**src/rtl/calibration_pkg.sv**
```systemverilog
// Shared types and helpers for the LED-to-pixel calibration sequencer.
package calibration_pkg;

    typedef enum logic [2:0] {
        ST_IDLE    = 3'd0,
        ST_CLEAR   = 3'd1,
        ST_SHOW    = 3'd2,
        ST_SETTLE  = 3'd3,
        ST_CAPTURE = 3'd4,
        ST_NEXT    = 3'd5,
        ST_DONE    = 3'd6
    } cal_state_e;

    typedef enum logic {
        MODE_SEQ = 1'b0,
        MODE_BIN = 1'b1
    } cal_mode_e;

    // RGB565 brightness estimate, halved and clipped to 8 bits
    function automatic logic [7:0] luma8(input logic [15:0] pix);
        logic [9:0] sum_s;
        logic [9:0] half_s;
        sum_s  = ({5'd0, pix[15:11]} << 3) + ({4'd0, pix[10:5]} << 2) + ({5'd0, pix[4:0]} << 3);
        half_s = sum_s >> 1;
        if (half_s > 10'd255) begin
            return 8'hFF;
        end else begin
            return half_s[7:0];
        end
    endfunction

endpackage

```
**src/rtl/cal_luma_detect.sv**
```systemverilog
// Two-stage bright-pixel detector: stage 1 computes luma, stage 2 thresholds.
module cal_luma_detect
    import calibration_pkg::*;
#(
    parameter int          PIX_AW      = 16,
    parameter logic [7:0]  LUMA_THRESH = 8'd200
) (
    input  logic              clk,
    input  logic              rst_n,
    input  logic              flush,
    input  logic              in_valid,
    input  logic [PIX_AW-1:0] in_addr,
    input  logic [15:0]       in_pix,
    output logic              out_valid,
    output logic [PIX_AW-1:0] out_addr
);

    logic              s1_valid_r;
    logic [PIX_AW-1:0] s1_addr_r;
    logic [7:0]        s1_luma_r;
    logic              s2_valid_r;
    logic [PIX_AW-1:0] s2_addr_r;

    // Pipeline registers; flush kills everything in flight including the current beat
    always_ff @(posedge clk or negedge rst_n) begin
        if (!rst_n) begin
            s1_valid_r <= 1'b0;
            s1_addr_r  <= '0;
            s1_luma_r  <= 8'd0;
            s2_valid_r <= 1'b0;
            s2_addr_r  <= '0;
        end else if (flush) begin
            s1_valid_r <= 1'b0;
            s2_valid_r <= 1'b0;
        end else begin
            s1_valid_r <= in_valid;
            s1_addr_r  <= in_addr;
            s1_luma_r  <= luma8(in_pix);
            s2_valid_r <= s1_valid_r && (s1_luma_r > LUMA_THRESH);
            s2_addr_r  <= s1_addr_r;
        end
    end

    assign out_valid = s2_valid_r;
    assign out_addr  = s2_addr_r;

endmodule

```
**src/rtl/calibration_sequencer.sv**
```systemverilog
// Lights LEDs step by step, waits for the camera to settle, and records which
// LED(s) light each pixel into an external calibration table.
module calibration_sequencer
    import calibration_pkg::*;
#(
    parameter int         NUM_LEDS      = 50,
    parameter int         NUM_PIXELS    = 64800,
    parameter int         SETTLE_FRAMES = 2,
    parameter logic [7:0] LUMA_THRESH   = 8'd200,
    parameter int         PIX_AW        = $clog2(NUM_PIXELS),
    parameter int         ID_W          = $clog2(NUM_LEDS + 1)
) (
    input  logic              clk,
    input  logic              rst_n,
    input  logic              start,
    input  logic              abort,
    input  logic              mode,
    input  logic              led_req_valid,
    input  logic [ID_W-1:0]   led_req_idx,
    output logic [7:0]        led_r,
    output logic [7:0]        led_g,
    output logic [7:0]        led_b,
    output logic              led_color_valid,
    input  logic              strand_latched,
    input  logic              cam_frame_start,
    input  logic              pix_valid,
    input  logic [PIX_AW-1:0] pix_addr,
    input  logic [15:0]       pix_data,
    output logic              tbl_we,
    output logic [PIX_AW-1:0] tbl_addr,
    output logic [ID_W-1:0]   tbl_wdata,
    output logic [ID_W-1:0]   tbl_wmask,
    output logic [ID_W-1:0]   step_idx,
    output logic              busy,
    output logic              done
);

    localparam int                FC_W       = (SETTLE_FRAMES > 0) ? $clog2(SETTLE_FRAMES + 1) : 1;
    localparam logic [ID_W-1:0]   LAST_SEQ   = ID_W'(NUM_LEDS - 1);
    localparam logic [ID_W-1:0]   LAST_BIN   = ID_W'(ID_W - 1);
    localparam logic [PIX_AW-1:0] LAST_PIX   = PIX_AW'(NUM_PIXELS - 1);
    localparam logic [FC_W-1:0]   LAST_FRAME = FC_W'(SETTLE_FRAMES);

    cal_state_e        state_r, state_s;
    cal_mode_e         mode_r, mode_s;
    logic [ID_W-1:0]   step_r, step_s;
    logic [PIX_AW-1:0] clr_cnt_r, clr_cnt_s;
    logic [FC_W-1:0]   frame_cnt_r, frame_cnt_s;
    logic              drain_r, drain_s;
    logic              drain_cnt_r, drain_cnt_s;
    logic [1:0]        ready_r;
    logic              led_valid_r, led_on_r;
    logic              det_valid_s;
    logic [PIX_AW-1:0] det_addr_s;

    logic [ID_W-1:0]   last_step_s;
    logic              clr_we_s;
    logic              det_in_valid_s;
    logic [ID_W-1:0]   cap_data_s, cap_mask_s;
    logic [ID_W:0]     idx_plus_s;
    logic              lit_state_s, lit_s;

    assign last_step_s = (mode_r == MODE_BIN) ? LAST_BIN : LAST_SEQ;

    // Reset-release synchroniser: start is only honoured once this has filled
    always_ff @(posedge clk or negedge rst_n) begin
        if (!rst_n) begin
            ready_r <= 2'b00;
        end else begin
            ready_r <= {ready_r[0], 1'b1};
        end
    end

    // FSM and sequencing counters
    always_ff @(posedge clk or negedge rst_n) begin
        if (!rst_n) begin
            state_r     <= ST_IDLE;
            mode_r      <= MODE_SEQ;
            step_r      <= '0;
            clr_cnt_r   <= '0;
            frame_cnt_r <= '0;
            drain_r     <= 1'b0;
            drain_cnt_r <= 1'b0;
        end else begin
            state_r     <= state_s;
            mode_r      <= mode_s;
            step_r      <= step_s;
            clr_cnt_r   <= clr_cnt_s;
            frame_cnt_r <= frame_cnt_s;
            drain_r     <= drain_s;
            drain_cnt_r <= drain_cnt_s;
        end
    end

    // Next-state logic; CAPTURE also covers the two-cycle pipeline drain
    always_comb begin
        state_s     = state_r;
        mode_s      = mode_r;
        step_s      = step_r;
        clr_cnt_s   = clr_cnt_r;
        frame_cnt_s = frame_cnt_r;
        drain_s     = drain_r;
        drain_cnt_s = drain_cnt_r;
        if (abort) begin
            state_s     = ST_IDLE;
            drain_s     = 1'b0;
            drain_cnt_s = 1'b0;
        end else begin
            case (state_r)
                ST_IDLE: begin
                    if (start && ready_r[1]) begin
                        state_s   = ST_CLEAR;
                        mode_s    = cal_mode_e'(mode);
                        step_s    = '0;
                        clr_cnt_s = '0;
                    end else begin
                        state_s = ST_IDLE;
                    end
                end
                ST_CLEAR: begin
                    if (clr_cnt_r == LAST_PIX) begin
                        state_s = ST_SHOW;
                    end else begin
                        clr_cnt_s = clr_cnt_r + PIX_AW'(1);
                    end
                end
                ST_SHOW: begin
                    if (strand_latched) begin
                        state_s     = ST_SETTLE;
                        frame_cnt_s = '0;
                    end else begin
                        state_s = ST_SHOW;
                    end
                end
                ST_SETTLE: begin
                    if (cam_frame_start && (frame_cnt_r == LAST_FRAME)) begin
                        state_s     = ST_CAPTURE;
                        drain_s     = 1'b0;
                        drain_cnt_s = 1'b0;
                    end else if (cam_frame_start) begin
                        frame_cnt_s = frame_cnt_r + FC_W'(1);
                    end else begin
                        state_s = ST_SETTLE;
                    end
                end
                ST_CAPTURE: begin
                    if (drain_r && drain_cnt_r) begin
                        state_s     = ST_NEXT;
                        drain_s     = 1'b0;
                        drain_cnt_s = 1'b0;
                    end else if (drain_r) begin
                        drain_cnt_s = 1'b1;
                    end else if (cam_frame_start) begin
                        drain_s     = 1'b1;
                        drain_cnt_s = 1'b0;
                    end else begin
                        state_s = ST_CAPTURE;
                    end
                end
                ST_NEXT: begin
                    step_s = step_r + ID_W'(1);
                    if (step_r == last_step_s) begin
                        state_s = ST_DONE;
                    end else begin
                        state_s = ST_SHOW;
                    end
                end
                ST_DONE: state_s = ST_IDLE;
                default: state_s = ST_IDLE;
            endcase
        end
    end

    assign det_in_valid_s = pix_valid && (state_r == ST_CAPTURE) && !drain_r;

    cal_luma_detect #(
        .PIX_AW      (PIX_AW),
        .LUMA_THRESH (LUMA_THRESH)
    ) u_detect (
        .clk       (clk),
        .rst_n     (rst_n),
        .flush     (abort),
        .in_valid  (det_in_valid_s),
        .in_addr   (pix_addr),
        .in_pix    (pix_data),
        .out_valid (det_valid_s),
        .out_addr  (det_addr_s)
    );

    // Pipeline is empty whenever CLEAR runs, so the two write sources never collide
    assign clr_we_s   = (state_r == ST_CLEAR);
    assign cap_data_s = (mode_r == MODE_BIN) ? (ID_W'(1) << step_r) : (step_r + ID_W'(1));
    assign cap_mask_s = (mode_r == MODE_BIN) ? (ID_W'(1) << step_r) : '1;
    assign tbl_we     = clr_we_s | det_valid_s;
    assign tbl_addr   = clr_we_s ? clr_cnt_r : det_addr_s;
    assign tbl_wdata  = det_valid_s ? cap_data_s : '0;
    assign tbl_wmask  = det_valid_s ? cap_mask_s : (clr_we_s ? '1 : '0);

    assign step_idx = step_r;
    assign busy     = (state_r != ST_IDLE);
    assign done     = (state_r == ST_DONE);

    // Binary mode codes LED i as i+1 so that no LED is ever dark in every step
    assign lit_state_s = (state_r == ST_SHOW) || (state_r == ST_SETTLE) || (state_r == ST_CAPTURE);
    assign idx_plus_s  = {1'b0, led_req_idx} + (ID_W + 1)'(1);
    assign lit_s       = lit_state_s &&
                         ((mode_r == MODE_BIN) ? (|(idx_plus_s & ((ID_W + 1)'(1) << step_r)))
                                               : (led_req_idx == step_r));

    // One-cycle colour response to the LED driver
    always_ff @(posedge clk or negedge rst_n) begin
        if (!rst_n) begin
            led_valid_r <= 1'b0;
            led_on_r    <= 1'b0;
        end else begin
            led_valid_r <= led_req_valid;
            led_on_r    <= led_req_valid && lit_s;
        end
    end

    assign led_color_valid = led_valid_r;
    assign led_r           = {8{led_on_r}};
    assign led_g           = {8{led_on_r}};
    assign led_b           = {8{led_on_r}};

endmodule

```
**config.mk**
```make
export PLATFORM = sky130hd
export DESIGN_NAME = calibration_sequencer
export DESIGN_NICKNAME = d
export VERILOG_FILES = /design/src/rtl/calibration_pkg.sv /design/src/rtl/cal_luma_detect.sv /design/src/rtl/calibration_sequencer.sv
export SDC_FILE = /design/constraint.sdc
export NUM_CORES = 1
export LEC_CHECK = 0
export BUFFER_PORTS_ARGS = -buffer_cell sky130_fd_sc_hd__buf_4
export CAP_MARGIN = 20
export CORE_ASPECT_RATIO = 2
export CORE_MARGIN = 4
export CORE_UTILIZATION = 59
export DETAILED_ROUTE_END_ITERATION = 7
export GPL_TIMING_DRIVEN = 0
export PLACE_DENSITY = 0.85
export SLEW_MARGIN = 20
export SYNTH_ARGS = -nofsm -noshare
export SYNTH_HDL_FRONTEND = slang
export SYNTH_SLANG_ARGS = --single-unit
```
**constraint.sdc**
```tcl
create_clock -name clk -period 2.9 [get_ports clk]
set_input_delay 0.58 -clock clk [delete_from_list [all_inputs] [get_ports clk]]
set_output_delay 0.58 -clock clk [all_outputs]
set_load 0.02 [all_outputs]
```
==> impl_metrics.tcl, run 1 <==
set metrics [dict create \
    routedWlPerCell_um 17.1 \
    powerDensity_nw_per_um2 539 \
    setup.worst_path.class "reg2out" \
    synth_cell_types 57 \
    rr_endpoint "state_r[1]" \
    placed_cells 696 \
    r2r-start "clr_cnt_r[0]" \
    cp_cell_sequence "clkbuf_1 > or4b_4 > nor2_2 > a21oi_1 > a211oi_1 > buf_4" \
    cts_buffers 9 \
    outcome "completed" \
    dr.first_iter.drc_count 222 \
    slowest_delay_ns 0.58 \
    worst_slew_pin_slew_ns 0.948 \
    antenna_cells 0 \
    post-synth-top-area-cell "dfrtp_1" \
    synth_seq_cells 76 \
    ys_seq_area_share_pct 40.9 \
    die_x_um 70.8 \
    antenna_found_initial 0 \
    vias 4127 \
    cts_setup_buffers 0 \
    ant_nets 0 \
    synth_top_family_by_area "simple AND/OR/NAND/NOR gates" \
    setup_tns_ns 0 \
    drive_gt1_share_pct 31.9 \
    grt_usage_pct 26.1 \
    skew_ns 0.00474 \
    syn2layout_area_growth_pct 26.4 \
    drt_wl_total_um 12100 \
    drc 0 \
    synth_mux_area_share_pct 7.97 \
    drv_cap 0 \
    async_reset_ff_share_pct 100 \
    peakVddDrop_uv 516 \
    synth_top_area_share_pct 40.9 \
    dp_hpwl_um 9230 \
    cts_root_buf "clkbuf_16" \
    grt_pass1_wl_um 19700 \
    first_pass_iters 4 \
    critPathBufInv 2 \
    syn_inst 495 \
    synthSimpleGateAreaFrac_pct 21.4 \
    syn_avg_cell_area_um2 9.39 \
    hold_viol 0 \
    nNetsFinal 675 \
    syn_nets 560 \
    synth_fa_ha_area_share_pct 5.17 \
    synth_edf_count 0 \
    setup_viol 0 \
    synthFlopType "dfrtp_1" \
    critPathSlowestCell "or4b_4" \
    min_to "ready_r[1]" \
    hp-class "reg2reg" \
    grt_max_degree 77 \
    core_area_um2 7660 \
    pin_count 109 \
    min_path_cells 0 \
    dieArea_um2 9450 \
    p_leak_nw 2.74 \
    clock.fmax_mhz 356 \
    worstPathArrival_ns 2.23 \
    grt_pass1_vias 4182 \
    rsz0062_at_grt "no" \
    p_total_mw 3.17 \
    die_y_um 134 \
    clkTransAtPathRegs_ns 0.06 \
    rrSetupSlack_ns 0.73 \
    clk-insertion-delay-late_ns 0.34 \
    synth_compound_area_share_pct 13.1 \
    cp.required_ns 2.32 \
    holdCritStartpoint "ready_r[0]" \
    std_cell_rows 45 \
    max_slew_margin_pct 36.8 \
    critPathCaptureType "output port" \
    ctsHoldBuffers 0 \
    synthesis.area_um2 4650 \
    yosys-top-cells-area "dfrtp_1, mux2_2, nand2_1" \
    cts.sink_count 76 \
    htree_num_levels 3 \
    fin_hold_ws_ns 0.352 \
    post-route-period-util_pct 96.9 \
    stdcell_count 709 \
    clockBufferDepth 2 \
    cpLargestDelayFamily "simple AND/OR/NAND/NOR gates" \
    cts_tree "built" \
    gp_congestion 0.930 \
    reg2reg_depth 5 \
    period_needed_ns 2.81 \
    maxSlewViolCount 0 \
    initial_utilization_pct 60.7 \
    cp_max_fo 7 \
    start_kind "flop" \
    synth_xor_area_share_pct 4.52 \
    worstSetupPathDepth 6 \
    ys.warnings.count 0 \
    via_per_inst 5.82 \
    numPortBuffers 107 \
    grt.overflow.total 0 \
]
## routing by layer
layer | up-vias | routed length (um) | global-route usage, %
met5 | - | 0 | 0
met4 | 0 | 512 | 16.0
met1 | 1932 | 4240 | 27.4
li1 | 1973 | - | -
met2 | 185 | 6580 | 47.3
met3 | 37 | 771 | 4.15
## stage by stage
stage	area (um2)	worst slack [ns]	utilization, %
2_1_floorplan	4650	0.0917	-
3_3_place_gp	5570	-0.213	72.7
3_5_place_dp	5570	-0.245	72.7
4_1_cts	5870	0.0127	76.7
5_1_grt	5880	0.0175	76.7
6_report	5880	0.0890	76.7
## how the worst max path moves through the flow
stage / start / endpoint / slack [ns]
floorplan: pix_data[6] / u_detect.s1_luma_r[0] / 0.09
global placement: pix_data[6] / u_detect.s1_luma_r[0] / -0.21
detailed placement: pix_data[6] / u_detect.s1_luma_r[4] / -0.25
CTS: step_idx[3] / tbl_wdata[5] / 0.01
global route: pix_data[6] / u_detect.s1_luma_r[7] / 0.02
finish: step_idx[5] / tbl_wdata[5] / 0.09
## kinds of logic after synthesis
| kind of cell | Yosys count |
|---|---|
| compound gates | 97 |
| xor+xnor | 24 |
| fa+ha+maj | 18 |
| buf+inv | 59 |
| flops | 76 |
| mux | 33 |
| other cells | 1 |
| simple gates | 187 |
## cells in the mapped netlist (7+ instances only)
| master | n |
|---|---|
| dfrtp_1 | 76 |
| nand2_1 | 70 |
| mux2_2 | 32 |
| nor2_1 | 30 |
| o21ai_0 | 27 |
| buf_4 | 25 |
| a21oi_1 | 24 |
| clkbuf_1 | 16 |
| ha_1 | 16 |
| nand3_1 | 15 |
| nor2b_1 | 14 |
| xnor2_1 | 14 |
| xor2_1 | 10 |
| a211oi_1 | 9 |
| inv_1 | 9 |
| a21o_1 | 7 |
| buf_1 | 7 |
| nand4_1 | 7 |
## layout by cell type (no fill, tap or decap), types with 3 or more instances in the layout
cell,instances
ha_1,16
dfrtp_1,76
nor3_1,6
clkbuf_2,4
nor4_1,3
xnor2_1,14
buf_1,7
clkbuf_1,10
xor2_1,10
nand4_1,7
nor2b_1,14
and4_1,3
a21oi_1,24
buf_4,132
clkbuf_16,9
a211oi_1,9
nor4bb_1,3
nor2_1,28
nor4b_1,4
a31oi_1,5
nand3_1,15
nor3b_1,5
a21o_1,7
or3_1,6
inv_1,9
o31ai_1,5
o311ai_0,3
o21ai_0,27
mux2_2,32
o41ai_1,4
and3_1,5
nand2_1,70
## power by group
part           internal, mW  leakage [nW]  switching (mW)
registers              1.17         0.956          0.0735
clock network         0.666         0.142           0.444
logic                 0.359          1.64           0.457
total                  2.19          2.74           0.975
## cell type report
class                           count  area, um2
Fill cell                         559       1780
Inverter                            9       33.8
Clock inverter                      6       65.1
Clock buffer                       10        229
Multi-Input combinational cell    360       2450
Tap cell                           94        118
Buffer                             47        278
Sequential cell                    76       1900
Timing Repair Buffer              107        803
## state kept, by name, summed over array words and instances, names as in the netlist, 2 cells and up
register	count
u_detect.s1_addr_r	16
step_idx	6
u_detect.s1_luma_r	8
state_r	3
frame_cnt_r	2
clr_cnt_r	16
ready_r	2
u_detect.out_addr	16
## what timing repair did
item | in CTS | in global routing
endpoints found under the hold margin | 0 | 0
setup endpoints to repair | 11 | 20
resized for setup | 3 | 9
Power figures use the tool's default switching activity.
==> run 2, diff against run 1 <==
Settings changed: PLACE_DENSITY 0.85 to 0.86.
==> impl_metrics.tcl, run 2 (synthesis results as in run 1) <==
set metrics [dict create \
    outcome "completed" \
    grt.busiest_layer "met2" \
    routedWlPerCell_um 16.6 \
    cts_setup_buffers 0 \
    max_slew_margin_pct 35.7 \
    r2r-start "clr_cnt_r[0]" \
    nNetsFinal 676 \
    post-route-period-util_pct 96.2 \
    rsz0062_at_grt "no" \
    p_leak_nw 2.76 \
    fin_hold_ws_ns 0.368 \
    die_x_um 70.8 \
    antenna_cells 0 \
    grt_use_met3_pct 5.29 \
    critPathCaptureType "output port" \
    dp_hpwl_um 9130 \
    numPortBuffers 107 \
    clkTransAtPathRegs_ns 0.06 \
    cpLargestDelayFamily "simple AND/OR/NAND/NOR gates" \
    htree_num_levels 3 \
    post_dp_cell_area_um2 5570 \
    core_area_um2 7660 \
    clk-insertion-delay-late_ns 0.34 \
    grt_pass1_wl_um 19400 \
    sequentialPowerShare_pct 37.7 \
    powerDensity_nw_per_um2 555 \
    met1_usage_pct 27.3 \
    fin_util_pct 77.4 \
    pin_count 109 \
    cts_buffers 9 \
    grt_usage_pct 25.6 \
    cts_tree "built" \
    gp_congestion 0.887 \
    mostFrequentLayoutCells "buf_4, dfrtp_1, nand2_1, mux2_2, nor2_1" \
    antenna_found_initial 0 \
    skew_ns 0.00420 \
    dieArea_um2 9450 \
    swShare_pct 29.7 \
    die_y_um 134 \
    cp_max_fo 9 \
    slowest_delay_ns 0.63 \
    start_kind "flop" \
    reg2reg_depth 5 \
    drive_gt1_share_pct 32.0 \
    cp_cell_sequence "clkbuf_2 > or4b_4 > nor2_4 > a21oi_1 > a211oi_2 > buf_4" \
    period_needed_ns 2.79 \
    dr.first_iter.drc_count 178 \
    ant_nets 0 \
    final_area_um2 5930 \
    setup_viol 0 \
    grt.overflow.total 0 \
    std_cell_rows 45 \
    critPathSlowestCell "or4b_4" \
    critPathBufInv 2 \
    grt_use_met2_pct 46.3 \
    grt_pass1_vias 4168 \
    worst_slew_pin_slew_ns 0.964 \
    maxSlewViolCount 0 \
    rrSetupSlack_ns 0.68 \
    hold_viol 0 \
    rr_endpoint "state_r[1]" \
    setup_ws_ns 0.111 \
    ctsHoldBuffers 0 \
    first_pass_iters 5 \
    power.share.clock_pct 37.6 \
    cp.required_ns 2.32 \
    syn2layout_area_growth_pct 27.6 \
    final_common_cell "buf_4" \
    internal_power_mw 2.31 \
    drt_wl_total_um 11800 \
    pwr-share-comb_pct 24.7 \
    grt_max_degree 77 \
    setup.worst_path.class "reg2out" \
    cts.sink_count 76 \
    clock.fmax_mhz 358 \
    via_per_inst 5.89 \
    peakVddDrop_uv 391 \
    drc 0 \
    worstPathArrival_ns 2.21 \
    vias 4181 \
    drv_cap 0 \
    cts_root_buf "clkbuf_16" \
    dp_slack_ns -0.275 \
    clockBufferDepth 2 \
    power.switching_mw 0.978 \
    initial_utilization_pct 60.7 \
    hp-class "in2async" \
]
-- run 2: timing repair --
item | in CTS | in global routing
endpoints found under the hold margin | 0 | 0
setup endpoints to repair | 12 | 21
pin swaps | 0 | 0
gates cloned | 0 | 0
resized for setup | 4 | 8
-- run 2: how the worst max path moves through the flow --
stage,startpoint,endpoint,cells after the start
5_1_grt,pix_data[6],u_detect.s1_luma_r[7],11
3_3_place_gp,pix_data[6],u_detect.s1_luma_r[0],11
2_1_floorplan,pix_data[6],u_detect.s1_luma_r[0],10
6_report,step_idx[3],tbl_wdata[5],6
3_5_place_dp,pix_data[6],u_detect.s1_luma_r[0],11
4_1_cts,state_r[0],tbl_addr[6],8
-- run 2: power groups by stage --
| stage | clock network (mW) | logic, mW | registers [mW] |
|---|---|---|---|
| after floorplan | 0 | 0.515 | 1.24 |
| after global placement | 0 | 0.782 | 1.25 |
| after detailed placement | 0 | 0.805 | 1.26 |
| after CTS | 1.25 | 0.813 | 1.24 |
| after global routing | 1.29 | 0.892 | 1.25 |
| final | 1.24 | 0.813 | 1.24 |
-- run 2: area by class of cell --
cell class	instances	area (um2)
buffer	48	280
tap	94	118
fill	529	1730
clock buffer	10	239
sequential	76	1900
inverter	9	33.8
timing repair buffer	107	803
multi-input combinational	360	2460
clock inverter	6	96.3
-- run 2: per-layer routing --
| metal | vias up | wire [um] |
|---|---|---|
| li1 | 1978 | - |
| met1 | 1978 | 4080 |
| met2 | 183 | 6430 |
| met3 | 42 | 767 |
| met4 | 0 | 516 |
| met5 | - | 0 |
-- run 2: stage by stage --
stage / power (mW) / setup TNS, ns / instances
6_report: 3.29 / 0 / 710
5_1_grt: 3.44 / 0 / 710
4_1_cts: 3.30 / 0 / 712
3_5_place_dp: 2.06 / -1.95 / 696
3_3_place_gp: 2.03 / -1.45 / 696
2_1_floorplan: 1.75 / 0 / 495
==> run 3, diff against run 2 <==
==> constraint.sdc (replaced) <==
create_clock -name clk -period 2.9 [get_ports clk]
set_input_delay 0 -clock clk [delete_from_list [all_inputs] [get_ports clk]]
set_output_delay 0 -clock clk [all_outputs]
set_load 0.02 [all_outputs]
==> impl_metrics.tcl, run 3 (synthesis results as in run 1) <==
set metrics [dict create \
    outcome "completed" \
    drive_gt1_share_pct 29.4 \
    hold_viol 0 \
    syn2layout_area_growth_pct 31.8 \
    grt_pass1_wl_um 20500 \
    post-route-period-util_pct 85.0 \
    cp_cell_sequence "clkbuf_1 > or4b_1 > nor2_1 > a21oi_1 > a211oi_1 > buf_4" \
    start_kind "flop" \
    clk-insertion-delay-late_ns 0.33 \
    setup_tns_ns 0 \
    skew_ns 0.00331 \
    p_total_mw 3.33 \
    drt_wl_total_um 12700 \
    power.share.clock_pct 37.2 \
    cts.sink_count 76 \
    numPortBuffers 107 \
    clockBufferDepth 2 \
    grt_usage_pct 27.2 \
    antenna_found_initial 0 \
    fillers 487 \
    clkTransAtPathRegs_ns 0.06 \
    rsz0062_at_grt "no" \
    initial_utilization_pct 60.7 \
    grt.overflow.total 0 \
    antenna_cells 0 \
    dp_hpwl_um 9130 \
    internal_power_mw 2.33 \
    ant_nets 0 \
    std_cell_rows 45 \
    setup_viol 0 \
    sequentialPowerShare_pct 37.4 \
    dp_slack_ns 0.305 \
    cts_buffers 9 \
    cpLargestDelayFamily "simple AND/OR/NAND/NOR gates" \
    core_area_um2 7660 \
    cp_max_fo 9 \
    p_leak_nw 2.84 \
    vias 4331 \
    via_per_inst 5.90 \
    cts_setup_buffers 0 \
    cts_tree "built" \
    powerDensity_nw_per_um2 543 \
    placed_cells 696 \
    gp_congestion 0.887 \
    max_slew_margin_pct 35.1 \
    routedWlPerCell_um 17.4 \
    worst_slew_pin_slew_ns 0.974 \
    drc 0 \
    maxSlewViolCount 0 \
    critPathBufInv 2 \
    grt_max_degree 77 \
    drv_cap 0 \
    grt_pass1_vias 4330 \
    slowest_delay_ns 0.67 \
    mostFrequentLayoutCells "buf_4, dfrtp_1, nand2_1, mux2_2, nor2_1" \
    swShare_pct 30.0 \
    period_needed_ns 2.46 \
    stdcell_count 734 \
    worstPathArrival_ns 2.46 \
    dieArea_um2 9450 \
    ctsHoldBuffers 22 \
    clock.fmax_mhz 406 \
    setup.worst_path.class "reg2out" \
    fin_util_pct 80.0 \
    final_common_cell "buf_4" \
    cts_root_buf "clkbuf_16" \
    hp-class "in2reg" \
    first_pass_iters 5 \
    pin_count 109 \
    cts_resized 0 \
    die_x_um 70.8 \
    cp.required_ns 2.90 \
    die_y_um 134 \
    nNetsFinal 700 \
    peakVddDrop_uv 444 \
    pwr-share-comb_pct 25.4 \
    critPathSlowestCell "or4b_1" \
    power.switching_mw 0.997 \
    dr.first_iter.drc_count 202 \
    critPathCaptureType "output port" \
    htree_num_levels 3 \
    setup_ws_ns 0.436 \
]
run 3: cell type report:
cell class                      count  area [um2]  share of cell area, %
Buffer                             50         284                   4.64
Timing Repair Buffer              129        1020                   16.7
Sequential cell                    76        1900                   31.1
Inverter                            9        33.8                  0.552
Clock inverter                      6        96.3                   1.57
Clock buffer                       10         239                   3.90
Tap cell                           94         118                   1.92
Multi-Input combinational cell    360        2430                   39.7
run 3: worst reg2reg max path, stage by stage, from the launching register on:
cell	delay [ns]
dfrtp_1	0.42
or2_0	0.21
buf_2	0.16
nor2_1	0.52
nand2_1	0.34
or3_1	0.43
o21ai_0	0.10
run 3: per-stage QoR:
stage | cell area [um2] | hold slack (ns)
4_1_cts | 6120 | 0.0884
3_5_place_dp | 5570 | 0.131
6_report | 6120 | 0.0985
3_3_place_gp | 5570 | 0.129
2_1_floorplan | 4650 | -0.296
5_1_grt | 6120 | 0.127
run 3: metal layers:
metal	wire (um)	track usage (%)	vias to the layer above
met1	4370	28.2	2056
met5	0	0	-
met3	856	5.66	41
met2	7060	50.8	216
li1	-	-	2018
met4	464	12.1	0
run 3: power groups by stage:
stage | clock network, mW | logic [mW] | registers [mW]
after floorplan | 0 | 0.515 | 1.24
after global placement | 0 | 0.782 | 1.25
after detailed placement | 0 | 0.805 | 1.26
after CTS | 1.25 | 0.835 | 1.24
after global routing | 1.29 | 0.920 | 1.26
final | 1.24 | 0.843 | 1.24
run 3: worst paths after layout:
path / startpoint / endpoint / slack [ns] / cells past startpoint
worst max-delay path: step_idx[3] / tbl_wdata[5] / 0.44 / 6
worst min-delay path: pix_data[0] / u_detect.s1_luma_r[2] / 0.1 / 4
worst max register to register: state_r[1] / clr_cnt_r[3] / 0.63 / 6
worst min register to register: ready_r[0] / ready_r[1] / 0.38 / 0
max in group asynchronous: rst_n / clr_cnt_r[10] / 1.90 / 2
min in group asynchronous: rst_n / u_detect.s1_luma_r[6] / 0.36 / 2
